===== src/rtl/y86_pkg.sv =====
// Shared Y86 execute-stage definitions: ALU op encodings, jXX/cmovXX condition
// codes and the bit positions of {ZF,SF,OF} inside the condition-code vector.
package y86_pkg;

   localparam logic [1:0] ALU_ADD = 2'b00;
   localparam logic [1:0] ALU_SUB = 2'b01;
   localparam logic [1:0] ALU_AND = 2'b10;
   localparam logic [1:0] ALU_XOR = 2'b11;

   localparam logic [3:0] C_ALWAYS = 4'd0;
   localparam logic [3:0] C_LE     = 4'd1;
   localparam logic [3:0] C_L      = 4'd2;
   localparam logic [3:0] C_E      = 4'd3;
   localparam logic [3:0] C_NE     = 4'd4;
   localparam logic [3:0] C_GE     = 4'd5;
   localparam logic [3:0] C_G      = 4'd6;

   localparam int CC_ZF = 2;
   localparam int CC_SF = 1;
   localparam int CC_OF = 0;

   typedef logic [2:0] cc_t;

   // Only arithmetic ops can overflow; logical ops always clear OF.
   function automatic logic of_for_op(input logic [1:0] ctrl, input logic of_in);
      logic of_r;
      case (ctrl)
         ALU_ADD: of_r = of_in;
         ALU_SUB: of_r = of_in;
         default: of_r = 1'b0;
      endcase
      return of_r;
   endfunction

endpackage


===== src/rtl/cc_eval.sv =====
// Combinational jXX/cmovXX condition evaluator; also used by PC-select logic.
module cc_eval
   import y86_pkg::*;
(
   input  logic [3:0] ifun,
   input  logic       zf,
   input  logic       sf,
   input  logic       of,
   output logic       cnd,
   output logic       err
);

   logic lt_s;

   assign lt_s = sf ^ of;

   // Decode the condition; unknown codes never take the branch and raise err.
   always_comb begin
      cnd = 1'b0;
      err = 1'b0;
      case (ifun)
         C_ALWAYS: cnd = 1'b1;
         C_LE:     cnd = lt_s | zf;
         C_L:      cnd = lt_s;
         C_E:      cnd = zf;
         C_NE:     cnd = ~zf;
         C_GE:     cnd = ~lt_s;
         C_G:      cnd = ~lt_s & ~zf;
         default: begin
            cnd = 1'b0;
            err = 1'b1;
         end
      endcase
   end

endmodule


===== src/rtl/cc_unit.sv =====
// Condition-code register plus registered branch/cmov condition result for the
// SEQ execute stage; BYPASS lets a same-cycle CC update feed the evaluation.
module cc_unit
   import y86_pkg::*;
#(
   parameter int WIDTH    = 64,
   parameter bit BYPASS   = 1'b1,
   parameter bit RESET_ZF = 1'b1
) (
   input  logic             clk,
   input  logic             rst_n,
   input  logic             res_valid,
   output logic             res_ready,
   input  logic [WIDTH-1:0] alu_out,
   input  logic             alu_of,
   input  logic [1:0]       alu_ctrl,
   input  logic             set_cc,
   input  logic             stall,
   input  logic             bubble,
   input  logic             cond_valid,
   input  logic [3:0]       ifun,
   output logic             cnd,
   output logic             cnd_valid,
   output logic             cnd_err,
   output logic [2:0]       cc_out
);

   cc_t  cc_q, cc_d, cc_new_s, flags_s;
   logic cc_upd_s, req_s;
   logic eval_cnd_s, eval_err_s;
   logic cnd_q, cnd_d, cnd_valid_q, cnd_valid_d, cnd_err_q, cnd_err_d;

   assign res_ready = ~stall;
   assign cc_upd_s  = res_valid & ~stall & ~bubble & set_cc;
   assign req_s     = cond_valid & ~stall & ~bubble;

   // Candidate flags from the incoming result and the flags the evaluator sees.
   always_comb begin
      cc_new_s        = 3'b000;
      cc_new_s[CC_ZF] = (alu_out == {WIDTH{1'b0}});
      cc_new_s[CC_SF] = alu_out[WIDTH-1];
      cc_new_s[CC_OF] = of_for_op(alu_ctrl, alu_of);
      if (cc_upd_s) begin
         cc_d = cc_new_s;
      end else begin
         cc_d = cc_q;
      end
      if (BYPASS && cc_upd_s) begin
         flags_s = cc_new_s;
      end else begin
         flags_s = cc_q;
      end
   end

   cc_eval u_eval (
      .ifun (ifun),
      .zf   (flags_s[CC_ZF]),
      .sf   (flags_s[CC_SF]),
      .of   (flags_s[CC_OF]),
      .cnd  (eval_cnd_s),
      .err  (eval_err_s)
   );

   // Result registers: load on an accepted request, hold otherwise.
   always_comb begin
      cnd_valid_d = cnd_valid_q;
      cnd_d       = cnd_q;
      cnd_err_d   = cnd_err_q;
      if (!stall) begin
         cnd_valid_d = req_s;
      end else begin
         cnd_valid_d = cnd_valid_q;
      end
      if (req_s) begin
         cnd_d     = eval_cnd_s;
         cnd_err_d = eval_err_s;
      end else begin
         cnd_d     = cnd_q;
         cnd_err_d = cnd_err_q;
      end
   end

   // State update with asynchronous reset.
   always_ff @(posedge clk or negedge rst_n) begin
      if (!rst_n) begin
         cc_q        <= {RESET_ZF, 2'b00};
         cnd_q       <= 1'b0;
         cnd_valid_q <= 1'b0;
         cnd_err_q   <= 1'b0;
      end else begin
         cc_q        <= cc_d;
         cnd_q       <= cnd_d;
         cnd_valid_q <= cnd_valid_d;
         cnd_err_q   <= cnd_err_d;
      end
   end

   assign cc_out    = cc_q;
   assign cnd       = cnd_q;
   assign cnd_valid = cnd_valid_q;
   assign cnd_err   = cnd_err_q;

endmodule


===== config.mk =====
export PLATFORM = sky130hd
export DESIGN_NAME = cc_unit
export DESIGN_NICKNAME = d
export VERILOG_FILES = /design/src/rtl/y86_pkg.sv /design/src/rtl/cc_eval.sv /design/src/rtl/cc_unit.sv
export SDC_FILE = /design/constraint.sdc
export NUM_CORES = 1
export LEC_CHECK = 0
export ABC_CLOCK_PERIOD_IN_PS = 1400
export BUFFER_PORTS_ARGS = -buffer_cell sky130_fd_sc_hd__buf_2
export CORE_ASPECT_RATIO = 1.25
export CORE_UTILIZATION = 27
export CTS_CLUSTER_DIAMETER = 60
export DETAILED_ROUTE_END_ITERATION = 16
export PLACE_DENSITY_LB_ADDON = 0.3
export SYNTH_ARGS = -nofsm -noshare
export SYNTH_HDL_FRONTEND = slang
export SYNTH_SLANG_ARGS = --single-unit

===== constraint.sdc =====
create_clock -name clk -period 1.4 [get_ports clk]
set_input_delay 0.07 -clock clk [delete_from_list [all_inputs] [get_ports clk]]
set_output_delay 0.07 -clock clk [all_outputs]
set_load 0.05 [all_outputs]

# Word level (Yosys, flattened, before mapping)
# Cells that the tools add are included.
# word_totals
regBits	6
input_bits	78
wordCells	32
out_inout_bits	7
# classes
n_mux	4
n_reduce_logical	5
n_eq_ne	7
bitwise_logic	12
# ops
op	n
logical NOT 64 bit	1
equality test 4 x 3 -> 1 bit, second input constant	3
equality test 4 x 2 -> 1 bit, second input constant	2
case mux 1 bit (7 select lines)	1
OR reduction 7 bit	1
bitwise AND 1 bit	6
equality test 4 x 1 -> 1 bit, second input constant	1
logical NOT 4 bit	1
NOT 1 bit	4
2-to-1 mux 3 bit	1
equality test 2 x 1 -> 1 bit, second input constant	1
logical NOT 2 bit	1
2-to-1 mux 1 bit	2
OR reduction 2 bit	1
bitwise OR 1 bit	1
bitwise XOR 1 bit	1

# Longest topological paths before layout
# Gate-level depths: netlist (run 1).
# logic_depth
depth_word	9
mapped_depth	7
ltp_nobuf	6

# Modules after synthesis
# From an unflattened synthesis (run 1), not the netlist that was laid out.
# unflattened
hier_cells	51
area_unflattened_um2	466.7
# by_module_without_submodules
module	n_inst	cells_per_inst	seq_area_each_um2	area_each_um2
cc_unit	1	40	151.4	376.6
cc_eval	1	11	0.0	90.1

# Least setup slack after synthesis (run 1)
# Ideal clock, no wire load.
# synth_path
kind	register to register
startpoint	register cc_q[0] (netlist: cc_out[0])
endpoint	register cnd_q (netlist: cnd)
slack_ns	-0.207
stages_incl_launch_ff	7
setup_ns	0.080
arrival_time_ns	1.527
t_required_ns	1.320
path_buffers	0
cell_sequence	dfrtp_1 xnor2_1 nand2_1 o211a_1 o32a_1 o21a_1 o211ai_2
# synth_between
elab_chain_cells	5
word_cells_on_any_way	6
cone_classes	mux (2); bitwise (4)
# synth_rtl
item	line_no	text
start: declaration	cc_unit.sv:28	cc_t cc_q, cc_d, cc_new_s, flags_s;
start signal: assignment	cc_unit.sv:86	cc_q <= {RESET_ZF, 2'b00};
2-to-1 mux 3 bit (*)	n/a	
bitwise XOR 1 bit (*)	cc_eval.sv:15	assign lt_s = sf ^ of;
NOT 1 bit	cc_eval.sv:27, cc_eval.sv:28	
bitwise AND 1 bit	cc_eval.sv:28	C_G: cnd = ~lt_s & ~zf;
case mux 1 bit (7 select lines) (*)	cc_eval.sv:21	case (ifun)
end signal: assignment	cc_unit.sv:92	cnd_q <= cnd_d;
end: declaration	cc_unit.sv:31	logic cnd_q, cnd_d, cnd_valid_q, cnd_valid_d, cnd_err_q, cnd_err_d;
# Every way passes the cells marked *; elsewhere a longest branch is shown, timed or not.
# A chain may end at the register's enable or synchronous reset.

# Worst setup path in the final report (run 1)
# Same ends and word-level chain as after synthesis.

==> flow_summary.ini, run 1 <==
[timing]
drv_slew = 0
setup_slack_ns = -0.01168
fin_crit_ns = 1.412
setup_tns_ns = -0.01168
hold_viol_final = 0
relSlewSlack_pct = 77.75
setup_violations = 1
finClkSkew_ns = 0.003045
fmax_mhz = 708.4
tightest_slew_ns = 0.3302
rsz0062_at_grt = true
post-route-period-util_pct = 100.8
timing.hold.ws_ns = 0.07226

[synthesis]
synth_edf_count = 0
ys_seq_area_share_pct = 29.02
yosys_warnings = 0
ys_dominant_reg_cell = dfrtp_1
netlist.area_leader.share_pct = 23.98
async_flop_share_pct = 100.0
syn-num-nets = 138
synthCells = 60
synth.avg_cell_area_um2 = 8.696
synth_area_um2 = 521.8
synth_top_area_cell = dfrtp_1
ys_seq_elements = 6
synth_cell_types = 26
yosys-top-cells-area = dfrtp_1 24%, nor4_1 18%, nand4bb_4 5.3%

[placed_design]
pre_cts_slack_ns = -0.08344
port_buffers = 83
dpl_cell_area_um2 = 959.7
place_inst = 162
hpwl_mm = 1.710
place_congestion = 0.6587

[cts]
cts_sinks = 6
clockBufferDepth = 2
postCtsSetupBuffers = 0
clockRootBuffer = clkbuf_4
cts_tree = done
clkSlewWorstSetupHoldPaths_ns = 0.05
cts_buffers = 3
h-tree-depth = 1
clk_latency_ns = 0.25

[worst_setup_path]
cp_max_fo = 3
slowest_delay_ns = 0.42
worstPathCellList = xnor2_2 -> nand2_1 -> o211a_1 -> o32a_1 -> o21a_1 -> o211ai_2
slowest_stage = dfrtp_2
r2r_start = cc_out[0]
reg2reg_depth = 6
required_ns = 1.58
critical_path_arrival_ns = 1.59
r2r_setup_slack_ns = -0.01
r2r_end = cnd
endpoint_kind = flop
worstSetupStartpointType = flop
path_class = reg -> reg

[grt]
grt.met2_usage_pct = 39.84
grt_max_degree = 9
grt.overflow.total = 0
grt_pass1_wl_mm = 2.642
grt_use_met3_pct = 3.913
top_usage_layer = met2
antenna_found_initial = 0
grt.met1_usage_pct = 14.13
grt_util_all_layers_pct = 18.65
grt_pass1_vias = 747

[pwr]
switchingPower_uw = 279.6
switching_share_pct = 37.82
leakage_nw = 0.5332
power.share.sequential_pct = 29.4
max-vdd-ir-drop_uv = 641.3
combPwrFrac_pct = 45.5
finalPower_uw = 739.2
p_int_uw = 459.6
power_density_nw_per_um2 = 736.7
p_clk_share_pct = 25.1

[job]
maxCapViolCount = 0

[final_layout]
fin_util_pct = 56.16
antennaDiodeCount = 0
instances_no_fill = 167
area_delta_synth_final_pct = 92.33
finalInstanceArea_um2 = 1003
final_nets = 227
layout-drive-gt1-share_pct = 64.86

[drt]
vias = 827
totalWireLength_mm = 1.998
ant_nets = 0
drc_errors = 0
first_pass_iters = 2
drt-vias-per-instance = 4.952
drtIter0Drc = 6
wl_per_cell_um = 11.96

[status]
outcome = finished with violations
violations = setup timing

[hold_path]
hold_path.class = in -> reg
hold-path-cell-count = 3
hp-start = stall
whs_endpoint = cnd_valid

[die]
placementRows = 17
pin_count = 85
dieHeight_um = 51.15
start_util_pct = 29.20
die_area_um2 = 2114
core_um2 = 1787
chipWidth_um = 41.32
cells by family (layout without fill, tap and decap cells):
kind of cell / after synthesis / in the layout / share of synthesized area, %
and+or+nand+nor: 35 / 35 / 42.69
DFF: 6 / 6 / 29.02
muxes: 1 / 1 / 2.158
AOI/OAI and AO/OA: 11 / 11 / 16.79
xor gates and xnor gates: 3 / 3 / 5.037
buffers and inverters: 4 / 92 / 4.316
synthesized netlist by cell type, types with 2 or more instances:
| library cell | instances |
|---|---|
| nor4_1 | 15 |
| xnor2_1 | 2 |
| dfrtp_1 | 5 |
| inv_1 | 3 |
| or4_1 | 2 |
| nand2_1 | 7 |
| nand4_1 | 3 |
| o21ai_0 | 4 |
| nor2_1 | 2 |
sequential cells by signal, indices dropped and copies added (netlist names):
register and count:
cc_out 3, cnd 1, cnd_err 1, cnd_valid 1
cells in the final DEF (no fill, tap or decap), types with 2 or more instances in the layout:
master | synthesis | final
nor4_1 | 15 | 15
inv_1 | 3 | 3
nand2_1 | 7 | 7
buf_2 | 0 | 83
o21ai_0 | 4 | 4
dfrtp_1 | 5 | 3
nand4_1 | 3 | 3
nor2_1 | 2 | 2
clkbuf_4 | 0 | 3
or4_1 | 2 | 2
dfrtp_2 | 0 | 2
routing by layer:
metal,vias to the layer above,wire length [um]
met5,-,0
met4,0,16
met3,2,242
met2,48,1111
met1,359,628
li1,418,-
worst max-delay path, delay by kind of cell, from the launching register on:
| family | cells | cell delay, ns |
|---|---|---|
| flops | 1 | 0.42 |
| xor+xnor | 1 | 0.15 |
| compound gates | 4 | 0.69 |
| simple gates | 1 | 0.07 |
cell type report:
cell class / count / area, um^2
multi-input cells: 50 / 355.3
fillers: 195 / 783.3
flip-flops and latches: 6 / 153.9
clock buffers: 4 / 26.28
well taps: 19 / 23.77
repair buffers: 85 / 432.9
inverters: 3 / 11.26
power by group through the flow:
stage | clock, mW | sequential (mW) | combinational, mW
3_3_place_gp | 0 | 0.215 | 0.318
3_5_place_dp | 0 | 0.215 | 0.328
2_1_floorplan | 0 | 0.296 | 0.0915
5_1_grt | 0.203 | 0.219 | 0.368
4_1_cts | 0.195 | 0.213 | 0.330
6_report | 0.186 | 0.217 | 0.336
repair_timing:
item                                    CTS  global route
resized for setup                         0             1
pin swaps                                 1             3
hold buffers                              1             0
endpoints found under the hold margin     6             0
endpoints found under the setup margin    1             1
worst max-delay path by stage:
| stage | cells past startpoint | from | slack [ns] | end |
|---|---|---|---|---|
| final | 6 | cc_out[0] | -0.01 | cnd |
| after global routing | 6 | cc_out[0] | -0.12 | cnd |
| after CTS | 6 | cc_out[1] | 0.001 | cnd |
| after detailed placement | 7 | alu_out[13] | -0.08 | cnd |
| after global placement | 7 | alu_out[15] | -0.03 | cnd |
| after floorplan | 6 | cc_out[0] | -0.07 | cnd |
No activity file was read; power rests on OpenSTA's default activity.
==> inputs of run 2 (changes only) <==
--- a/config.mk
+++ b/config.mk
@@ -12,6 +12,7 @@
 export CTS_CLUSTER_DIAMETER = 60
 export DETAILED_ROUTE_END_ITERATION = 16
 export PLACE_DENSITY_LB_ADDON = 0.3
+export RECOVER_POWER = 100
 export SYNTH_ARGS = -nofsm -noshare
 export SYNTH_HDL_FRONTEND = slang
 export SYNTH_SLANG_ARGS = --single-unit
==> flow_summary.ini, run 2 (same netlist as run 1, synthesis figures left out) <==
[status]
outcome = finished with violations
violations = setup timing

[timing]
setup_slack_ns = -0.01205
drv_slew = 0
timing.hold.ws_ns = 0.08337
post-route-period-util_pct = 100.9
setup_tns_ns = -0.01205
rsz0062_at_grt = true
setup_violations = 1
fin_crit_ns = 1.412
relSlewSlack_pct = 59.80
finClkSkew_ns = 0.002953
fmax_mhz = 708.2
tightest_slew_ns = 0.6056
hold_viol_final = 0

[die]
pin_count = 85
chipWidth_um = 41.32
start_util_pct = 29.20
dieHeight_um = 51.15
core_um2 = 1787
die_area_um2 = 2114
placementRows = 17

[pwr]
power.share.sequential_pct = 29.7
power_density_nw_per_um2 = 736.9
switchingPower_uw = 280.0
switching_share_pct = 38.20
max-vdd-ir-drop_uv = 658.2
leakage_nw = 0.5113
p_int_uw = 453.0
p_clk_share_pct = 25.3
combPwrFrac_pct = 45.0

[grt]
antenna_found_initial = 0
grt_max_degree = 9
grt.overflow.total = 0
grt_util_all_layers_pct = 18.65
grt_pass1_vias = 747
grt_pass1_wl_mm = 2.642

[drt]
drtIter0Drc = 5
wl_per_cell_um = 11.98
drc_errors = 0
totalWireLength_mm = 2.000
ant_nets = 0
vias = 827
drt-vias-per-instance = 4.952
first_pass_iters = 2

[worst_setup_path]
critical_path_arrival_ns = 1.59
required_ns = 1.58
cp_max_fo = 3
endpoint_kind = flop
worstSetupStartpointType = flop
r2r_start = cc_out[0]
path_class = reg -> reg
startpoint = cc_out[0]

[cts]
clkSlewWorstSetupHoldPaths_ns = 0.05
cts_sinks = 6
clk_latency_ns = 0.25
cts_tree = done
h-tree-depth = 1
postCtsSetupBuffers = 0
clockRootBuffer = clkbuf_4
cts_buffers = 3
clockBufferDepth = 2

[final_layout]
fillerInstances = 200
antennaDiodeCount = 0
seqCellArea_um2 = 153.9
final_nets = 227
largest_reg_flops = 3
layout_common_cells = 75 x buf_2, 15 x nor4_1, 8 x clkbuf_1, 7 x nand2_1, 4 x o21ai_0
instances_no_fill = 167
layout-drive-gt1-share_pct = 60.14
area_delta_synth_final_pct = 90.65
final_common_cell = buf_2
finalInstanceArea_um2 = 994.7
multi_input_area_um2 = 355.3

[placed_design]
place_inst = 162
pre_cts_slack_ns = -0.08344
dpl_cell_area_um2 = 959.7
hpwl_mm = 1.710
place_congestion = 0.6587
port_buffers = 83

[job]
maxCapViolCount = 0

[hold_path]
hp-start = stall
hold_path.class = in -> reg
[run 2: path summary, 6_finish.rpt]
path / endpoint / slack, ns / depth (start not counted)
worst min register to register: cnd_valid / 0.49 / 2
max in group asynchronous: cc_out[2] / 0.87 / 2
worst max register to register: cnd / -0.01 / 6
worst max-delay path: cnd / -0.01 / 6
min in group asynchronous: cnd_err / 0.23 / 2
worst min-delay path: cnd_valid / 0.08 / 3
[run 2: cell type report]
type,instances,area share (%)
Clock buffer,4,2.642
Inverter,3,1.132
Multi-Input combinational cell,50,35.72
Sequential cell,6,15.47
Tap cell,19,2.390
Timing Repair Buffer,85,42.64
[run 2: power groups by stage]
stage | clock (mW) | combinational, mW | sequential (mW)
floorplan | 0 | 0.0915 | 0.296
global placement | 0 | 0.318 | 0.215
detailed placement | 0 | 0.328 | 0.215
CTS | 0.195 | 0.330 | 0.213
global route | 0.203 | 0.361 | 0.220
finish | 0.186 | 0.330 | 0.218
[run 2: per-layer routing]
metal | global-route usage, % | wire, um
met1 | 14.13 | 633
met2 | 39.84 | 1112
met3 | 3.913 | 238
met4 | 4.839 | 16
met5 | 0 | 0
[run 2: worst max-delay path: stages (launching register included)]
cell and delay (ns):
dfrtp_2 0.42, xnor2_2 0.15, nand2_1 0.07, o211a_1 0.11, o32a_1 0.28, o21a_1 0.13
o211ai_2 0.17
[run 2: metrics by stage]
stage / power [mW] / utilization [%]
floorplan: 0.3875 / -
global placement: 0.5331 / 53.71
detailed placement: 0.5434 / 53.71
CTS: 0.7382 / 55.74
global route: 0.7845 / 55.67
finish: 0.7330 / 55.67
[run 2: timing repair]
| action | CTS | global route |
|---|---|---|
| hold endpoints to repair | 6 | 0 |
| pin swaps | 1 | 3 |
| hold buffers | 1 | 0 |
| endpoints found under the setup margin | 1 | 1 |
| resized for setup | 0 | 1 |
==> inputs of run 3 (changes only) <==
--- a/config.mk
+++ b/config.mk
@@ -10,8 +10,10 @@
 export CORE_ASPECT_RATIO = 1.25
 export CORE_UTILIZATION = 27
 export CTS_CLUSTER_DIAMETER = 60
+export CTS_CLUSTER_SIZE = 25
 export DETAILED_ROUTE_END_ITERATION = 16
-export PLACE_DENSITY_LB_ADDON = 0.3
+export MAX_ROUTING_LAYER = met4
+export PLACE_DENSITY = 0.82
 export RECOVER_POWER = 100
 export SYNTH_ARGS = -nofsm -noshare
 export SYNTH_HDL_FRONTEND = slang
==> flow_summary.ini, run 3 (same netlist as run 1, synthesis figures left out) <==
[final_layout]
layout-drive-gt1-share_pct = 59.33
instances_no_fill = 169
fin_util_pct = 56.02
antennaDiodeCount = 0
fillerInstances = 181
layout_common_cells = 74 x buf_2, 15 x nor4_1, 9 x clkbuf_1, 7 x nand2_1, 4 x clkbuf_4
area_delta_synth_final_pct = 91.85
final_common_cell = buf_2
largest_reg_flops = 3
final_nets = 229

[pwr]
combPwrFrac_pct = 46.2
max-vdd-ir-drop_uv = 448.7
p_clk_share_pct = 24.6
switching_share_pct = 36.72
switchingPower_uw = 264.9
leakage_nw = 0.5123
power.share.sequential_pct = 29.3
power_density_nw_per_um2 = 720.8
p_int_uw = 456.6

[placed_design]
place_congestion = 0.7228
hpwl_mm = 1.720
port_buffers = 83
place_inst = 162

[status]
outcome = completed

[cts]
cts_sinks = 6
clkSlewWorstSetupHoldPaths_ns = 0.05
clk_latency_ns = 0.24
clockRootBuffer = clkbuf_4
cts_buffers = 3
cts_tree = done
h-tree-depth = 1
clockBufferDepth = 2

[worst_setup_path]
critical_path_arrival_ns = 1.51
worstPathCellList = xnor2_1 -> nand2_1 -> o211a_1 -> o32a_1 -> o21a_1 -> o211ai_2
critPathTopFamily = compound AO/OA/AOI/OAI gates
required_ns = 1.57
slowest_delay_ns = 0.41
worstSetupStartpointType = flop
path_class = reg -> reg
cp_max_fo = 3
path_buf_inv = 0
slowest_stage = dfrtp_2
endpoint_kind = flop

[die]
placementRows = 17
start_util_pct = 29.20
dieHeight_um = 51.15
pin_count = 85
chipWidth_um = 41.32
die_area_um2 = 2114
core_um2 = 1787

[drt]
first_pass_iters = 4
vias = 829
drtIter0Drc = 9
drt-vias-per-instance = 4.905
wl_per_cell_um = 11.49
drc_errors = 0
totalWireLength_mm = 1.942
ant_nets = 0

[timing]
setup_violations = 0
fin_crit_ns = 1.339
finClkSkew_ns = 0.002041
setup_tns_ns = 0
relSlewSlack_pct = 59.97
tightest_slew_ns = 0.6030
post-route-period-util_pct = 95.66
fmax_mhz = 746.7
rsz0062_at_grt = true
drv_slew = 0
hold_viol_final = 0

[grt]
grt_util_all_layers_pct = 18.03
grt_pass1_wl_mm = 2.628
grt.overflow.total = 0
grt_pass1_vias = 782
grt_max_degree = 9
antenna_found_initial = 0

[hold_path]
hold_path.class = in -> reg

[job]
maxCapViolCount = 0
[run 3: changes by cell type in the layout (fill, tap and decap cells not counted), sizes merged]
cell,change
clkbuf,+2
[run 3: repair_timing]
action	CTS	global route
setup buffers	1	1
pin swaps	1	2
hold buffers	1	0
hold endpoints to repair	6	0
resized for setup	0	1
setup endpoints to repair	1	1
[run 3: final cells by class]
cell class | count | area [um^2] | share of cell area [%]
repair buffers | 87 | 437.9 | 43.75
clock buffers | 4 | 26.28 | 2.625
multi-input cells | 50 | 347.8 | 34.75
well taps | 19 | 23.77 | 2.375
inverters | 3 | 11.26 | 1.125
flip-flops and latches | 6 | 153.9 | 15.38
[run 3: path summary, 6_finish.rpt]
check | from | end | slack (ns) | cells past startpoint
max in group asynchronous | rst_n | cc_out[2] | 0.87 | 2
min in group asynchronous | rst_n | cnd | 0.23 | 2
max | cc_out[0] | cnd | 0.06 | 6
min reg2reg | cnd_valid | cnd_valid | 0.48 | 2
min | stall | cnd_valid | 0.09 | 3
max reg2reg | cc_out[0] | cnd | 0.06 | 6
[run 3: per-stage QoR]
| step | worst slack, ns | power [mW] | cell area, um^2 | hold WS [ns] |
|---|---|---|---|---|
| 2_1_floorplan | -0.06800 | 0.3875 | 524.3 | -0.2256 |
| 3_3_place_gp | 0.01403 | 0.5341 | 959.7 | -0.1036 |
| 3_5_place_dp | -0.01153 | 0.5392 | 959.7 | -0.09972 |
| 4_1_cts | 0.007567 | 0.7350 | 1003 | 0.07091 |
| 5_1_grt | -0.009632 | 0.7754 | 1001 | 0.1038 |
| 6_report | 0.06071 | 0.7215 | 1001 | 0.09358 |
[run 3: tightest hold or removal path, stage by stage]
cell and delay [ns]:
clkbuf_1 0.11, nand2_1 0.07, nand2_1 0.05
[run 3: power by group through the flow]
stage / Sequential (mW) / Combinational, mW / Clock (mW)
2_1_floorplan: 0.296 / 0.0915 / 0
3_3_place_gp: 0.215 / 0.319 / 0
3_5_place_dp: 0.215 / 0.324 / 0
4_1_cts: 0.212 / 0.337 / 0.187
5_1_grt: 0.213 / 0.364 / 0.199
6_report: 0.211 / 0.333 / 0.177
[run 3: per-layer routing]
metal | routed length [um] | GRT usage (%) | vias to the layer above
li1 | - | - | 422
met1 | 618 | 14.79 | 360
met2 | 1085 | 36.20 | 45
met3 | 230 | 2.174 | 2
met4 | 8 | 6.452 | 0
met5 | 0 | - | -
